--- src/rtl/mr_pkg.sv ---
// Shared constants and types for the Miller-Rabin entry sequencer.
// Key codes, FSM encoding and default operand sizes.
package mr_pkg;

  localparam int DIGITS_DEF = 9;
  localparam int N_W_DEF    = 30;

  localparam logic [3:0] KEY_CLR = 4'hC;
  localparam logic [3:0] KEY_ENT = 4'hD;

  typedef enum logic [2:0] {
    ST_ENTRY,
    ST_CONVERT,
    ST_LAUNCH,
    ST_WAIT,
    ST_RESULT
  } seq_st_t;

  function automatic logic is_digit(input logic [3:0] k);
    return k <= 4'd9;
  endfunction

endpackage

--- src/rtl/bcd_serial_to_bin.sv ---
// Serial BCD to binary converter, one digit per enabled cycle, MSB first.
// acc presents the running value including the digit consumed this cycle.
module bcd_serial_to_bin
  import mr_pkg::*;
#(
  parameter int DIGITS = DIGITS_DEF,
  parameter int N_W    = N_W_DEF
) (
  input  logic                         clk,
  input  logic                         rst,
  input  logic                         start,
  input  logic                         en,
  input  logic [$clog2(DIGITS+1)-1:0]  cnt,
  input  logic [4*DIGITS-1:0]          bcd,
  output logic [N_W-1:0]               acc,
  output logic                         done
);

  logic [N_W-1:0]              acc_q;
  logic [$clog2(DIGITS+1)-1:0] idx;
  logic [3:0]                  digit;

  assign digit = bcd[idx*4 +: 4];
  assign acc   = (acc_q << 3) + (acc_q << 1) + N_W'(digit);
  assign done  = en && (idx == '0);

  always_ff @(posedge clk) begin
    if (rst) begin
      acc_q <= '0;
      idx   <= '0;
    end else if (start) begin
      acc_q <= '0;
      idx   <= cnt - 1'b1;
    end else if (en) begin
      acc_q <= acc;
      idx   <= idx - 1'b1;
    end
  end

endmodule

--- src/rtl/mr_entry_sequencer.sv ---
// Keypad entry, BCD->binary conversion and Miller-Rabin launch/verdict hold.
// Optional engine watchdog enabled by defining MR_SEQ_TIMEOUT_EN.
module mr_entry_sequencer
  import mr_pkg::*;
#(
  parameter int          DIGITS  = DIGITS_DEF,
  parameter int          N_W     = N_W_DEF,
  parameter int unsigned TMO_CYC = 1000000
) (
  input  logic                clk,
  input  logic                rst,
  input  logic                key_valid,
  input  logic [3:0]          key_code,
  output logic [4*DIGITS-1:0] bcd_disp,
  output logic [N_W-1:0]      mr_n,
  output logic                mr_start,
  input  logic                mr_ready,
  input  logic                mr_done,
  input  logic                mr_is_prime,
  output logic                mr_abort,
  output logic                busy,
  output logic                result_valid,
  output logic                result_prime,
  output logic                result_tmo
);

  localparam int CW = $clog2(DIGITS + 1);

  seq_st_t        state, state_nxt;
  logic [CW-1:0]  cnt;
  logic [N_W-1:0] conv_acc;
  logic           conv_done;
  logic           conv_start;
  logic           key_dig, key_clr, key_ent;
  logic           tmo_hit;

  assign key_dig    = key_valid && is_digit(key_code);
  assign key_clr    = key_valid && (key_code == KEY_CLR);
  assign key_ent    = key_valid && (key_code == KEY_ENT);
  assign conv_start = (state == ST_ENTRY) && key_ent && (cnt != '0);

  bcd_serial_to_bin #(
    .DIGITS (DIGITS),
    .N_W    (N_W)
  ) u_conv (
    .clk   (clk),
    .rst   (rst),
    .start (conv_start),
    .en    (state == ST_CONVERT),
    .cnt   (cnt),
    .bcd   (bcd_disp),
    .acc   (conv_acc),
    .done  (conv_done)
  );

`ifdef MR_SEQ_TIMEOUT_EN
  localparam int TW = $clog2(TMO_CYC + 1);
  logic [TW-1:0] tmo_cnt;

  always_ff @(posedge clk) begin
    if (rst || state != ST_WAIT) tmo_cnt <= '0;
    else                         tmo_cnt <= tmo_cnt + 1'b1;
  end

  assign tmo_hit = (state == ST_WAIT) && (tmo_cnt == TW'(TMO_CYC - 1));
`else
  logic tmo_unused;
  assign tmo_unused = (TMO_CYC != 0);
  assign tmo_hit    = 1'b0;
`endif

  always_ff @(posedge clk) begin
    if (rst) state <= ST_ENTRY;
    else     state <= state_nxt;
  end

  always_comb begin
    state_nxt = state;
    unique case (state)
      ST_ENTRY:
        if (conv_start) state_nxt = ST_CONVERT;
      ST_CONVERT:
        if (key_clr)        state_nxt = ST_ENTRY;
        else if (conv_done) state_nxt = (conv_acc < N_W'(2)) ? ST_RESULT
                                                             : ST_LAUNCH;
      ST_LAUNCH:
        if (key_clr)       state_nxt = ST_ENTRY;
        else if (mr_ready) state_nxt = ST_WAIT;
      ST_WAIT:
        if (key_clr)                 state_nxt = ST_ENTRY;
        else if (mr_done || tmo_hit) state_nxt = ST_RESULT;
      ST_RESULT:
        if (key_dig || key_clr) state_nxt = ST_ENTRY;
      default:
        state_nxt = ST_ENTRY;
    endcase
  end

  always_comb begin
    busy     = 1'b0;
    mr_start = 1'b0;
    unique case (state)
      ST_CONVERT, ST_WAIT: busy = 1'b1;
      ST_LAUNCH: begin
        busy     = 1'b1;
        mr_start = 1'b1;
      end
      default: ;
    endcase
  end

  // Entry buffer, operand and verdict registers
  always_ff @(posedge clk) begin
    if (rst) begin
      bcd_disp     <= '0;
      cnt          <= '0;
      mr_n         <= '0;
      mr_abort     <= 1'b0;
      result_valid <= 1'b0;
      result_prime <= 1'b0;
      result_tmo   <= 1'b0;
    end else begin
      mr_abort <= 1'b0;
      unique case (state)
        ST_ENTRY:
          if (key_clr) begin
            bcd_disp <= '0;
            cnt      <= '0;
          end else if (key_dig && cnt < CW'(DIGITS)) begin
            bcd_disp <= {bcd_disp[4*DIGITS-5:0], key_code};
            cnt      <= cnt + 1'b1;
          end
        ST_CONVERT:
          if (key_clr) begin
            bcd_disp <= '0;
            cnt      <= '0;
          end else if (conv_done) begin
            mr_n <= conv_acc;
            if (conv_acc < N_W'(2)) begin
              result_valid <= 1'b1;
              result_prime <= 1'b0;
            end
          end
        ST_LAUNCH:
          if (key_clr) begin
            bcd_disp <= '0;
            cnt      <= '0;
          end
        ST_WAIT:
          if (key_clr) begin
            bcd_disp <= '0;
            cnt      <= '0;
            mr_abort <= 1'b1;
          end else if (mr_done) begin
            result_valid <= 1'b1;
            result_prime <= mr_is_prime;
          end else if (tmo_hit) begin
            mr_abort     <= 1'b1;
            result_valid <= 1'b1;
            result_prime <= 1'b0;
            result_tmo   <= 1'b1;
          end
        ST_RESULT:
          if (key_dig || key_clr) begin
            bcd_disp     <= key_dig ? (4*DIGITS)'(key_code) : '0;
            cnt          <= key_dig ? CW'(1) : '0;
            result_valid <= 1'b0;
            result_prime <= 1'b0;
            result_tmo   <= 1'b0;
          end
        default: ;
      endcase
    end
  end

endmodule

--- config.mk ---
export PLATFORM = sky130hd
export DESIGN_NAME = mr_entry_sequencer
export DESIGN_NICKNAME = d
export VERILOG_FILES = /design/src/rtl/mr_pkg.sv /design/src/rtl/bcd_serial_to_bin.sv /design/src/rtl/mr_entry_sequencer.sv
export SDC_FILE = /design/constraint.sdc
export NUM_CORES = 1
export LEC_CHECK = 0
export ABC_AREA = 1
export ABC_CLOCK_PERIOD_IN_PS = 3800
export CORE_UTILIZATION = 45
export CTS_BUF_LIST = sky130_fd_sc_hd__clkbuf_8
export DETAILED_ROUTE_END_ITERATION = 10
export GPL_TIMING_DRIVEN = 0
export PLACE_DENSITY = 0.64
export SYNTH_ARGS = -nofsm -noshare
export SYNTH_HDL_FRONTEND = slang
export SYNTH_SLANG_ARGS = --single-unit
--- constraint.sdc ---
create_clock -name clk -period 3.8 [get_ports clk]
set_input_delay 1.14 -clock clk [delete_from_list [all_inputs] [get_ports clk]]
set_output_delay 1.14 -clock clk [all_outputs]
set_load 0.005 [all_outputs]
**Word-level counts from Yosys, hierarchy flattened**

Cells that the tools add are included.

- Add/sub/neg operators: 5
- Order comparisons: 3
- Eq/ne operators: 18
- Shift operators: 1
- Mux-type cells: 40
- Bitwise gates (word level): 2
- Reductions and logical operators: 21

Operator list:

| cell | number |
|---|---|
| 36-bit two-way mux | 4 |
| 36-bit one-hot mux with 3 select lines | 1 |
| 36-bit by 7-bit variable part select with 4-bit output | 1 |
| 30-bit adder | 1 |
| 30-bit by 4-bit adder with 30-bit output | 1 |
| 30-bit by 2-bit less-than comparator with 1-bit output, second input constant | 1 |
| 4-bit two-way mux | 7 |
| 3-bit two-way mux | 9 |
| 1-bit two-way mux | 15 |
| 3-bit one-hot mux with 5 select lines | 1 |
| 2-bit inequality test, second input constant | 7 |
| 4-bit one-hot mux with 3 select lines | 1 |
| 3-bit inequality test, second input constant | 3 |
| 4-bit == test, second input constant | 2 |
| 4-bit by 1-bit subtractor with 4-bit output, second input constant | 2 |
| 1-bit logical AND | 7 |
| 7-bit AND reduction | 1 |
| 3-bit by 2-bit == test with 1-bit output, second input constant | 2 |
| 1-bit one-hot mux with 3 select lines | 2 |
| 3-bit nonzero test | 2 |
| 5-bit AND reduction | 1 |
| 4-bit by 1-bit adder with 4-bit output, second input constant | 1 |
| 4-bit <= comparator, second input constant | 1 |
| 4-bit logical NOT | 1 |
| other kinds (14) | 16 |

- Flip-flop bits (word level): 109
- Output and inout port bits: 72
- Word-level logic and storage cells: 99

**Logic depth before layout (Yosys ltp)**

Gate-level depths: netlist (run 1).

- Depth in word-level cells: 7
- Gate-level depth with buffers: 29

**Cells and area by module**

Synthesis (run 1) repeated with hierarchy kept, for this count alone.

- Cells, all modules: 1246
- Area, all modules: 7687.4 um^2

By module, submodules not included:

| module | instances | cells each | area each (um^2) |
|---|---|---|---|
| bcd_serial_to_bin | 1 | 718 | 4130.2 |
| mr_entry_sequencer | 1 | 528 | 3557.2 |

**Least setup slack after synthesis (run 1)**

No wires, ideal clock.

- Path type: reg-to-reg
- Start point: register u_conv.idx[0]
- End point: register result_valid
- Setup time: 133 ps
- Arrival: 3288 ps
- Data required time: 3667 ps
- Slack: 378 ps
- Stages on the path, launching flop included: 26
- Cells stage by stage: dfxtp_1 inv_1 clkbuf_1 a21oi_1 o21ai_0 a21oi_1 a221o_1 ha_1 ha_1 fa_1 nand3_1 nand3_2 nand2_1 nand2_1 nand2_1 nand2_1 nand2_1 nand3b_1 nand2_2 nand2_1 nor2_2 nand3_2 nand2_2 nand2_1 nand2_1 a21oi_2

- Word-level cells in the longest chain between the ends: 5

RTL lines:

| element | RTL line | RTL |
|---|---|---|
| start: declaration | bcd_serial_to_bin.sv:20 | `logic [$clog2(DIGITS+1)-1:0] idx;` |
| start signal: assignment | bcd_serial_to_bin.sv:33 | `idx <= cnt - 1'b1;` |
| start signal: assignment | bcd_serial_to_bin.sv:36 | `idx <= idx - 1'b1;` |
| 36-bit by 7-bit variable part select with 4-bit output | bcd_serial_to_bin.sv:23 | `assign digit = bcd[idx*4 +: 4];` |
| 30-bit by 4-bit adder with 30-bit output | bcd_serial_to_bin.sv:24 | `assign acc = (acc_q << 3) + (acc_q << 1) + N_W'(digit);` |
| 30-bit by 2-bit less-than comparator with 1-bit output | mr_entry_sequencer.sv:139 | `if (conv_acc < N_W'(2)) begin` |
| 2-bit inequality test (no source line) | -- |  |
| 7-bit AND reduction (no source line) (*) | -- |  |
| end signal: assignment | mr_entry_sequencer.sv:140 | `result_valid <= 1'b1;` |
| end signal: assignment | mr_entry_sequencer.sv:155 | `result_valid <= 1'b1;` |
| end signal: assignment | mr_entry_sequencer.sv:159 | `result_valid <= 1'b1;` |
| end: declaration | mr_entry_sequencer.sv:22 | `output logic result_valid,` |

Every way passes the cells marked *; elsewhere a longest branch is shown, timed or not.
A chain may end at the register's enable or synchronous reset.

**Final worst setup path (run 1)**

Same ends and word-level chain as after synthesis.

==> results of run 1 <==
==> power breakdown <==
group	internal, mW	leakage, nW	total, mW	switching [mW]
clock network	0.343	0.112	0.752	0.409
logic	1.36	3.55	3.23	1.86
registers	1.44	0.890	1.72	0.279
==> final cells by class <==
cell class | instances | area (um^2) | area share (%)
Buffer | 33 | 224 | 2.46
Clock buffer | 11 | 151 | 1.66
Clock inverter | 5 | 56.3 | 0.618
Inverter | 202 | 764 | 8.39
Multi-Input combinational cell | 751 | 4540 | 49.8
Sequential cell | 109 | 2190 | 24.0
Tap cell | 216 | 270 | 2.96
Timing Repair Buffer | 94 | 913 | 10.0
Timing Repair inverter | 1 | 7.51 | 0.0824
==> path summary, 6_finish.rpt <==
kind,from,endpoint,slack (ns)
setup / recovery,u_conv.idx[0],result_valid,0.06
hold / removal,result_valid,result_valid,0.48
setup reg to reg,u_conv.idx[0],result_valid,0.06
hold reg to reg,result_valid,result_valid,0.48
==> synth_stat cells (all sizes together) <==
cell	instances
nor2	122
o22ai	1
a211oi	25
inv	201
o311ai	1
a221o	3
nand2	294
clkbuf	18
or2	1
nand3b	7
o21bai	1
buf	16
nand3	42
ha	57
a21oi	63
nor3	18
o211ai	43
fa	2
nand4	8
o21a	1
and2	3
conb	1
o221ai	1
o21ai	45
clkinv	1
dfxtp	109
xor2	4
xnor2	5
a221oi	2
nor4	1
==> placed cells by master (no fill, tap or decap), types with 16 or more instances in the layout <==
master             n
clkdlybuf4s50_1   80
buf_4             16
nand2_2           30
inv_1            187
o211ai_1          43
a211oi_2          22
nor2_1           103
ha_1              56
nand2_1          261
a21oi_1           59
o21ai_0           38
nand3_1           30
dfxtp_1          107
==> tightest hold or removal path, stage by stage, from the launching register on <==
cell and delay, ns:
dfxtp_1 0.33, nand2_1 0.07, a21oi_2 0.05
==> registers in the layout, summed over array words and instances, names as in the netlist <==
name,cells
mr_abort,1
u_conv.idx,4
cnt,4
result_prime,1
state,3
u_conv.acc_q,29
bcd_disp,36
result_valid,1
mr_n,30
==> cell families after synthesis <==
logic type | synth area share (%)
xor gates and xnor gates | 1.06
buffers and inverters | 12.8
DFF | 29.2
adders and majority gates | 10.1
and+or+nand+nor | 29.6
other | 0.0502
AOI/OAI and AO/OA | 17.2
==> per-layer routing <==
metal | vias to the layer above | part of all wire [%]
met1 | 3258 | 47
met4 | 0 | 1.8
met5 | - | 0
li1 | 3721 | -
met3 | 27 | 3.6
met2 | 129 | 48
==> repair_timing <==
action | 4_1_cts | 5_1_grt
gates resized for setup | 18 | 52
pin swaps | 1 | 23
setup endpoints to repair | 4 | 4
gates cloned | 1 | 0
buffers inserted | 5 | 9
==> summary.md, run 1 <==
The run gives 0 as the number of design rule violations left after detail routing. The kind of end point of the critical path is a register. Counting flops and latches in the post-synthesis netlist gives 109. Broken down by cell family, the worst path's largest delay share belongs to simple AND/OR/NAND/NOR gates. The number of slew-limit violations in the final report is 0, and the starting density of the core is 46.5%. The setup TNS was 0 ns.

After synthesis, the cell types taking the most area are dfxtp_1 29%, nand2_1 14%, ha_1 9.5%. The share of the clock period used by the worst path after layout works out to 98.5%. The count of buffers inserted at the top-level ports works out to 80.

After global routing, the most crowded layer is met2. The count of max-cap constraint violations came out at 0. On the final layout, the worst clock skew is 0.0102 ns.

The critical-path cell with the highest stage delay was dfxtp_4. The run gives 17100 um^2 as the area enclosed by the die boundary. Once layout is complete, the utilization of the core stands at 56.8%. The count of nets left with antenna violations once routing finished came out at 0. In this run, post-CTS hold repair placed 0 buffers.

In this run the vertical extent of the chip is 131 um. The worst hold path cell count is 2, and the routed wire length is 20900 um. The count of buffer and inverter cells on the critical path is 2. TritonCTS built the clock tree.

The run gives 43.8% as the routing usage on met2. The cell count along the critical path is 20. For this run, the register share of the synthesized area comes to 29.2%. The number of cell instances on the worst register-to-register path works out to 20. The classification of the worst-slack hold path is register to register.

Across all setup checks in the final design, the least slack found is 0.0566 ns. The maximum single-stage delay on the critical path was 0.42 ns; the met3 global-route usage was 3.66%. The first detailed-routing pass ran for 5 iterations. The root buffer cell chosen for the clock tree is clkbuf_8. With fillers left out, the area of the finished cells amounts to 9110 um^2. The tools report the data required time of the worst path as 4.05 ns.

The run gives 1096 as the post-synthesis instance total. The standard-cell row count was 46; the worst-case setup slack after placement was -0.438 ns. Synthesis produced a netlist with a net count of 1165. The achievable frequency came out at 267 MHz.

The filler cells instantiated in the layout total 1603. The initial antenna violation count was 0; the maximum number of pins on one net before global-route repair was 18. The classification of the worst setup path was register to register.

After detailed placement, the design holds a cell count of 1392. The total congestion overflow came out at 0. Power density over the cells: 625 nW/um^2.

Excluding fillers, the count of instances in the completed layout stands at 1422. For the final-report hold violation count, the log shows 0. The via count of the first global-routing pass is 6790, and the die width is 131 um.

The area growth from synthesis to layout was 22.0%; the worst hold slack was 0.476 ns. Of all nets on the critical path, the largest fanout is 5. The clock drives 109 sinks. Cells with a size suffix above 1 make up 15.2% of the layout. Across the VDD grid, the largest voltage drop is 0.405 mV. The tools report the data arrival time of the critical path as 3.99 ns.

Setup repair after global routing could not meet its margin everywhere. The run finished with clean final reports. The routed design could run at a clock period as short as 3.74 ns. The combined area of all synthesized cells was 7470 um^2; the share of the synthesized area in the top cell type was 29.2%. The signal on the critical path passes through clkinvlp_4 > o21ai_0 > a21oi_1 > a221o_1 > ha_1 > ha_2 > fa_2 > buf_6 > xnor2_4 > nand4_1 > nor2_2 > nand3_2 > nor2_4 > nand3_2 > nor2_4 > nand3_4 > nand2_4 > nand2_1 > nand2_1 > a21oi_2. The wire-length estimate of the detail-placed layout is 16600 um. The boundary pin count is 82, and the deepest clock path buffer count is 2.

In this run the number of H-tree levels came out at 3. The worst pin sits at a relative slew slack of 61.6%. The antenna diode instance count is 0, and the unique cell type count in the Yosys netlist is 45. For the worst-skew pair, the clock arrives at the later sink with an insertion delay of 0.38 ns.

At the pin with the least slew margin, the transition time is 0.576 ns. The element type at the critical path start is a register. Global-route usage over all layers: 25.3%. The leading area contributor after synthesis is dfxtp_1.

At the end of routability-driven placement, the weighted congestion stood at 0.891. The core box area is 16100 um^2. After detailed routing, the average wire length per cell comes to 14.7 um.

Summing internal, switching and leakage power gives 5.70 mW. The detailed-route vias per instance came out at 5.02. The mean area per synthesized cell was 6.82 um^2; the instance area after placement was 8540 um^2.

The clock buffer count from CTS was 9. Setup violations remaining at the end of the flow were counted as 0. The run gives 7135 as the total vias in the final route.

In this run the static leakage power is 4.55 nW. The clock-pin transition on the worst setup and hold timing paths was 0.10 ns; the first-pass GRT wire length was 33300 um. The met1 layer usage reported by global route is 32.2%, and the count of yosys warnings during synthesis is 0. The total number of nets in the final design was 1270; the initial DRC count was 336.
Note: power is estimated with default switching activity, not from simulation.
==> run 2: changes to the inputs <==
--- a/config.mk
+++ b/config.mk
@@ -14,4 +14,5 @@
 export PLACE_DENSITY = 0.64
 export SYNTH_ARGS = -nofsm -noshare
 export SYNTH_HDL_FRONTEND = slang
+export SYNTH_HIERARCHICAL = 1
 export SYNTH_SLANG_ARGS = --single-unit
==> run 2 against run 1 <==
  * The run now ends with negative setup slack left
  * Clock-buffer cell count down 2
  * Area after synthesis up 2.9%
  * Critical path type unchanged
  * Sequential share of layout area down 0.57 points
==> summary.md, run 2 <==
The flow ran to the end, but the final reports show violations. The checks that failed: negative setup slack. The prevailing post-synth register cell is dfxtp_1. STA classifies the critical path startpoint as a register.

Once detail routing completed, the nets flagged for antenna violations numbered 0. The minimum period implied by the final worst setup slack is 3.81 ns. For the clock buffer count from CTS, the log shows 9. After layout, the worst path uses 100% of the clock period. In the post-synthesis netlist, the cell with the most instances is nand2_1. The boundary pin count was 82; the detailed-route vias per instance was 5.02.

The synthesized netlist devotes 9.80% of its cell area to adder and majority cells. Yosys mapped a number of flops with a built-in enable equal to 0. The register with the most flip-flops was bcd_disp. The run gives 0 as the count of max-cap constraint violations. In the layout the commonest cells are 288 x nand2_1, 261 x nor2_1, 162 x inv_1, 107 x dfxtp_1, 80 x clkdlybuf4s50_1.

Along the worst path, the maximum fanout reaches 6. The mean area per synthesized cell was 6.17 um^2; the number of sinks handled by clock tree synthesis was 109. Of the post-synthesis cell area, the part taken by muxes is 0.651%.

After synthesis, the largest family of logic cells by area is simple AND/OR/NAND/NOR gates. The length of the first detailed-routing pass in iterations is 5, and the die extent in y is 133 um. The tools report the post-layout worst setup margin as -0.00760 ns. The clock passes through at most 2 buffers.

Synthesis produced 1246 cells. Buffers placed on the I/O ports in this run total 80. The first global-routing pass estimated 36900 um of wire.

Most frequent standard cell in the layout excluding fill and tap cells: nand2_1. The slowest stage of the critical path is the fa_2 cell. Counting both buffers and inverters, the worst setup path holds a total of 3. The via count of the first global-routing pass was 7224. Leading area contributor after synthesis: dfxtp_1. The async set-or-reset flop fraction in the synthesized netlist works out to 0%.

The number of hold buffers added after CTS was 0. For the number of design rule violations left after detail routing, the log shows 0. The combined area of all synthesized cells is 7690 um^2.

The synthesized net count is 1315. From synthesis to final layout, the design area changed by 21.4%. The commonest cells after synthesis are 298 x nand2_1, 267 x nor2_1, 165 x inv_1, 109 x dfxtp_1, 68 x o21ai_0. After clock tree synthesis, the clock-pin slew on the worst setup and hold paths is 0.10 ns. Max-slew headroom at the worst pin: 50.4%. The die covers 17600 um^2. The standard-cell row count came out at 47.

For this run, the total global-route usage over all layers was measured as 26.7%. The area taken by multi-input logic gates was 4770 um^2; the core box area was 16600 um^2. In the final layout, the share of cells above drive strength 1 is 10.0%. The run gives 0 as the number of slew-limit violations in the final report. The mean routed wirelength per cell is 14.5 um.

The congestion estimate from routability-driven global placement came to 0.919. At the later pin of the worst-skew pair, clock insertion delay measures 0.40 ns. The classification of the worst setup path was register to register. Once the floorplan was initialized, standard cells occupied 46.2% of the core.

The register with the most flip-flops in the layout has 36 of them. Fill cells in the final layout number 1712. The initial DRC count was 575; the achievable frequency was 263 MHz. The post-synthesis xor/xnor area fraction is 1.82%, and the fraction of the mapped netlist area in compound gates is 11.8%. Kind of end point of the critical path: a register. In this run, distinct cell masters in the synthesized netlist total 44. Peak ir drop on the vdd network: 0.374 mV. Grouping stages by cell kind, the critical path spends the most delay in simple AND/OR/NAND/NOR gates. STA puts the critical path data arrival time at 4.10 ns.

The largest registers in the layout are bcd_disp: 36 flops, mr_n: 30 flops, u_conv/acc_q: 29 flops. Once layout is complete, the cells apart from fillers number 1578. The cell at the root of the clock tree is clkbuf_8.

The post-DP HPWL was 17900 um; the antenna diode instance count was 0. The run gives 1 as the number of endpoints failing setup at the final stage. TritonCTS built the clock tree. After global routing the overflow that remains totals 0. Setup repair after global routing could not meet its margin everywhere. The power density over the cells was 791 nW/um^2; the count of yosys warnings during synthesis was 6. Data on the critical path is required at its endpoint by 4.10 ns.

The logs give 7922 for the total vias in the final route and 0.485 ns for the worst hold slack. The number of register bits inferred by synthesis was 109; the simple logic cell fraction of the synthesized area was 35.4%. Sorting the synthesized cells by area gives the leading types as dfxtp_1 28%, nand2_1 15%, nor2_1 13%. The die width was 133 um; the share of the synthesized area in the top cell type was 28.4%.

For the maximum number of pins on one net before global-route repair, the log shows 20. After routing, the total negative slack on setup checks comes to -0.00760 ns. The initial antenna violation count is 0.

For the pin with the worst max-slew slack, the measured transition is 0.743 ns. In this design, the critical path's most frequently occurring cell is nor2_1. Summed over all cells, the static leakage comes to 4.76 nW. For the final-report hold violation count, the log shows 0.

The logs give 1422 for the total number of nets in the final design and 2190 um^2 for the footprint of the flip-flops and latches. After detailed placement, the design holds a cell count of 1546. The run gives 3 as the H-tree depth reported by CTS. Clock skew on the completed layout was measured at 0.0110 ns. The routed wire length is 22900 um, and the sequential-to-total area share from yosys stat is 28.4%. The maximum single-stage delay on the critical path works out to 0.44 ns.

The tightest min-delay check is of the register to register type.
==> run 2: logic make-up (layout without fill, tap and decap cells) <==
group / count (synthesis) / in the layout
flip-flops: 109 / 109
multiplexers: 5 / 5
adder cells (fa/ha/maj): 59 / 59
other: 1 / 1
AO/OA/AOI/OAI: 170 / 170
XOR/XNOR: 16 / 16
buffers and inverters: 219 / 331
AND/OR/NAND/NOR: 667 / 667
==> run 2: worst register-to-register path, stage by stage, from the launching register on <==
cell	delay (ns)
dfxtp_4	0.40
buf_6	0.13
nor2_4	0.06
nor2_1	0.05
o21ai_1	0.10
o21ai_1	0.09
o211ai_1	0.23
o21ai_1	0.10
inv_1	0.08
fa_2	0.44
inv_2	0.10
ha_4	0.20
nand2_2	0.06
nand2_2	0.06
and2_4	0.17
nand3b_1	0.14
nand3_2	0.13
a21o_1	0.19
nand2_1	0.07
nand2_2	0.10
nor2_1	0.12
nand3_1	0.11
nor2_4	0.20
nand2_4	0.09
nand2_4	0.08
nor2_2	0.04
nor2_1	0.11
nor2_1	0.05
==> run 2: power breakdown <==
group | internal (mW) | switching, mW
Combinational | 1.99 | 2.64
Clock | 0.316 | 0.447
Sequential | 1.54 | 0.444
Total | 3.85 | 3.53
==> run 2: final cells by class <==
cell class	instances	area share, %
plain buffers	42	3.11
clock buffers	9	1.33
clock inverters	7	0.871
inverters	175	7.10
multi-input cells	918	51.1
flip-flops and latches	109	23.4
well taps	220	2.95
repair buffers	98	10.1
==> run 2: path summary, 6_finish.rpt <==
kind,from,slack [ns],cells past startpoint,to
hold reg to reg,result_valid,0.49,2,result_valid
setup reg to reg,u_conv/idx[0],-0.008,27,state[1]
setup / recovery,u_conv/idx[0],-0.008,27,state[1]
hold / removal,result_valid,0.49,2,result_valid
==> run 2: per-layer routing <==
| layer | vias to the layer above | routed length [um] | global-route usage [%] |
|---|---|---|---|
| li1 | 4102 | - | - |
| met1 | 3599 | 11500 | 37.8 |
| met2 | 199 | 9880 | 41.2 |
| met3 | 22 | 1200 | 5.21 |
| met4 | 0 | 391 | 6.64 |
| met5 | - | 0 | 0 |
==> run 2: repair_timing <==
item | in CTS | in global routing
pin swaps | 13 | 22
endpoints found under the setup margin | 6 | 5
resized for setup | 39 | 34
buffers inserted | 15 | 3
==> run 2: through the flow <==
step                      utilization [%]  area, um^2  power, mW  setup WS (ns)
final                                56.1        9340       7.39       -0.00760
after global routing                 56.1        9340       8.03         -0.159
after CTS                            55.4        9230       7.22        0.00571
after detailed placement             52.7        8760       6.12         -0.659
after global placement               52.7        8760       6.06         -0.629
after floorplan                         -        7690       4.69          0.282
==> run 3: changes to the inputs <==
--- a/config.mk
+++ b/config.mk
@@ -7,11 +7,12 @@
 export LEC_CHECK = 0
 export ABC_AREA = 1
 export ABC_CLOCK_PERIOD_IN_PS = 3800
-export CORE_UTILIZATION = 45
+export CORE_UTILIZATION = 30
 export CTS_BUF_LIST = sky130_fd_sc_hd__clkbuf_8
 export DETAILED_ROUTE_END_ITERATION = 10
 export GPL_TIMING_DRIVEN = 0
-export PLACE_DENSITY = 0.64
+export PLACE_DENSITY = 0.59
+export SLEW_MARGIN = 20
 export SYNTH_ARGS = -nofsm -noshare
 export SYNTH_HDL_FRONTEND = slang
 export SYNTH_HIERARCHICAL = 1
==> run 3 against run 2 <==
  * Sequential share of layout area decreased by 0.62 points
  * Final area increased by 2.6%
  * Core utilization decreased by 18 points
  * The run now ends clean
  * Cell count increased by 7.2%
  * Critical endpoint unchanged
  * First-iteration DRC count decreased by 7.8%
  * Clock-buffer cell count increased by 1
  * Total power increased by 1.0%
  * Via count about the same
  * Combinational power increased by 2%
==> summary.md, run 3 (same netlist as run 2, synthesis figures left out) <==
The flow ran to the end, and the final reports show no timing, DRC or antenna violations. Global routing consumed, over all layers together, 18.5% of the routing resources. Boundary pin count: 82. In this run the core area contains 58 standard-cell rows. The maximum number of pins on one net before global-route repair was 19.

The length of routed met3 wiring was 1290 um; the antenna diode instance count was 0. The run gives 7235 as the via count of the first global-routing pass. STA classifies the critical path endpoint as a register. TritonCTS built the clock tree.

The library cell used most frequently in the layout, excluding fill and tap cells, is nand2_1. Setup repair after global routing could not meet its margin everywhere. The area enclosed by the die boundary was 26300 um^2. The logs give 7915 for the total vias in the final route and 9 for the clock buffer count from CTS. The starting density of the core is 30.5%. The tools report the length of the first detailed-routing pass in iterations as 7. Measured along the x axis, the die boundary spans 162 um.

The largest fanout on the critical path is 5. The data arrival time of the critical path came out at 4.02 ns. Measured against its own limit, the worst slew margin works out to 45.5%. After global routing the overflow that remains totals 0.

Count of buffers inserted at the top-level ports: 80. The first global-routing pass estimated 38000 um of wire. The endpoint identified for the worst register-to-register timing path is state[1]. The tools report the endpoint of the worst hold-timing path as result_valid. Along the worst hold path, the cell count comes to 2. Combinational cells account for 63.1% of the total power. The fraction of power spent switching nets works out to 48.2%. The number of buffers and inverters on the critical path is 4. Timing would allow up to 268 MHz.

The share of the clock period used by the worst path after layout was 98.1%. Clock network fraction of total power: 10.5%. Final-report hold violation count: 0.

The tools report the instance area after placement as 8900 um^2. The most repeated library cell on the critical path was nor2_1. Classification of the worst setup path: register to register. The detailed router put a total of 12500 um of wire on met1. The area growth from synthesis to layout is 24.6%.

Relative contribution of sequential cells to total power: 26.4%. Wire segments on met2 add up to 10100 um in the final route. The number of cell instances on the worst register-to-register path was 28; the initial DRC count was 530. The power density over the cells came out at 779 nW/um^2. The cell sitting at the root of the clock tree is a clkbuf_8.

The largest registers in the layout are bcd_disp: 36 flops, mr_n: 30 flops, u_conv/acc_q: 29 flops. The minimum period implied by the final worst setup slack was 3.73 ns. H-tree depth reported by CTS: 3.

The congestion estimate from routability-driven global placement came to 0.893. After floorplanning, the core was sized to cover 25200 um^2. The register with the most flip-flops in the layout has 36 of them. The clock net in this run drives a total of 109 sinks.

The slowest stage of the critical path belongs to the cell fa_2. Net load switching power: 3.59 mW. The clock reaches the later pin of the worst-skew pair after 0.41 ns. The highest signal layer in the routed design was met4.

The register with the most flip-flops was bcd_disp. The number of slew-limit violations in the final report came out at 0. Leaving out fill and tap cells, the most frequent cells in the layout are 279 x nand2_1, 262 x nor2_1, 162 x inv_1, 107 x dfxtp_1, 80 x clkdlybuf4s50_1. For this run, the post-layout net count is 1425.

The tools report the peak ir drop on the vdd network as 0.312 mV. The mean routed wirelength per cell was 14.4 um; the slew at the pin closest to its max-slew limit was 0.818 ns. The number of endpoints failing setup at the final stage was 0; the worst hold slack was 0.486 ns.

Clock-pin slew was measured on the worst setup and hold paths at 0.10 ns. The internal power of the cells totals 3.87 mW. The die extent in y is 162 um, and the post-DP HPWL is 18700 um. The routed wire length came out at 24400 um.

The largest single stage delay on the critical path is 0.53 ns. The classification of the worst-slack hold path is register to register. In the final layout, the share of cells above drive strength 1 is 11.2%.

No sink is reached through more buffers than the 2 on the longest clock path. The startpoint of the most critical hold path is result_valid. The tools report the launch instance of the worst register-to-register path as u_conv/idx[0]. The element type at the critical path start is a register.

For this design the static power due to leakage is 4.79 nW. In the routed layout, each cell is associated on average with a via count of 4.68. In the routed design, unresolved DRC markers number 0.

For the worst setup path, the data required time is 4.10 ns. Between clock sinks in the finished design, the worst skew comes to 0.0208 ns. The detail route stage leaves a number of antenna-violating nets equal to 0. Grouping stages by cell kind, the critical path spends the most delay in simple AND/OR/NAND/NOR gates.

Fill cells in the final layout number 2738. The tools report the count of max-cap constraint violations as 0. The worst register-to-register path has a setup slack of 0.07 ns. The tools report the initial antenna violation count as 0. For the final cell area excluding filler cells, the log shows 9580 um^2.
run 3: changes by cell type in the layout (fill, tap and decap cells not counted), moves of 2 or more:
| cell | change |
|---|---|
| buf_12 | +2 |
| nand2_1 | -9 |
| clkinv_4 | -2 |
| buf_4 | +2 |
| xor2_1 | -2 |
| clkinvlp_4 | +2 |
| nand3_2 | +2 |
| nand3_1 | -3 |
| nand2_2 | +10 |
| clkbuf_8 | +2 |
run 3: worst max-delay path by stage:
stage             startpoint      endpoint  slack (ns)  cells after the start
4_1_cts        u_conv/idx[0]  result_prime       0.007                     25
6_report       u_conv/idx[0]      state[1]        0.07                     28
5_1_grt        u_conv/idx[0]      state[1]       -0.15                     27
2_1_floorplan  u_conv/idx[1]  result_prime        0.28                     26
3_3_place_gp   u_conv/idx[1]  result_prime       -0.66                     23
3_5_place_dp   u_conv/idx[1]  result_prime       -0.65                     27
run 3: final cells by class:
class	count	area, um^2	area share [%]
clock inverters	6	70.1	0.732
inverters	175	663	6.92
repair buffers	100	978	10.2
plain buffers	43	295	3.08
multi-input cells	918	4840	50.5
clock buffers	10	138	1.44
flip-flops and latches	109	2180	22.8
well taps	330	413	4.31
run 3: timing repair:
| action | CTS | global route |
|---|---|---|
| pin swaps | 2 | 14 |
| gates cloned | 0 | 2 |
| gates resized for setup | 31 | 52 |
| setup buffers | 4 | 14 |
| hold buffers | 0 | 0 |
| endpoints found under the setup margin | 5 | 4 |
| hold endpoints to repair | 0 | 0 |
run 3: per-layer routing:
layer | up-vias | global-route usage (%)
met1 | 3583 | 26.4
met5 | - | 0
li1 | 4112 | -
met3 | 31 | 3.32
met4 | 0 | 6.22
met2 | 189 | 27.8
run 3: tightest hold or removal path, cell delays in order (launching register included):
cell	delay [ns]
dfxtp_1	0.34
a21oi_1	0.04
nor2_1	0.07
run 3: power by group through the flow:
stage / Sequential, mW / Combinational, mW / Clock [mW]
2_1_floorplan: 1.86 / 2.82 / 0
3_3_place_gp: 1.98 / 4.13 / 0
3_5_place_dp: 1.98 / 4.16 / 0
4_1_cts: 1.96 / 4.32 / 0.808
5_1_grt: 2.02 / 5.27 / 0.839
6_report: 1.97 / 4.71 / 0.787
run 3: stage by stage:
| stage | setup TNS (ns) | setup slack, ns | total power, mW | util (%) | instances |
|---|---|---|---|---|---|
| 2_1_floorplan | 0 | 0.282 | 4.69 | - | 1246 |
| 3_3_place_gp | -2.46 | -0.658 | 6.11 | 35.3 | 1656 |
| 3_5_place_dp | -2.39 | -0.651 | 6.14 | 35.3 | 1656 |
| 4_1_cts | 0 | 0.00676 | 7.09 | 36.7 | 1675 |
| 5_1_grt | -0.492 | -0.148 | 8.13 | 38.0 | 1691 |
| 6_report | 0 | 0.0714 | 7.46 | 38.0 | 1691 |
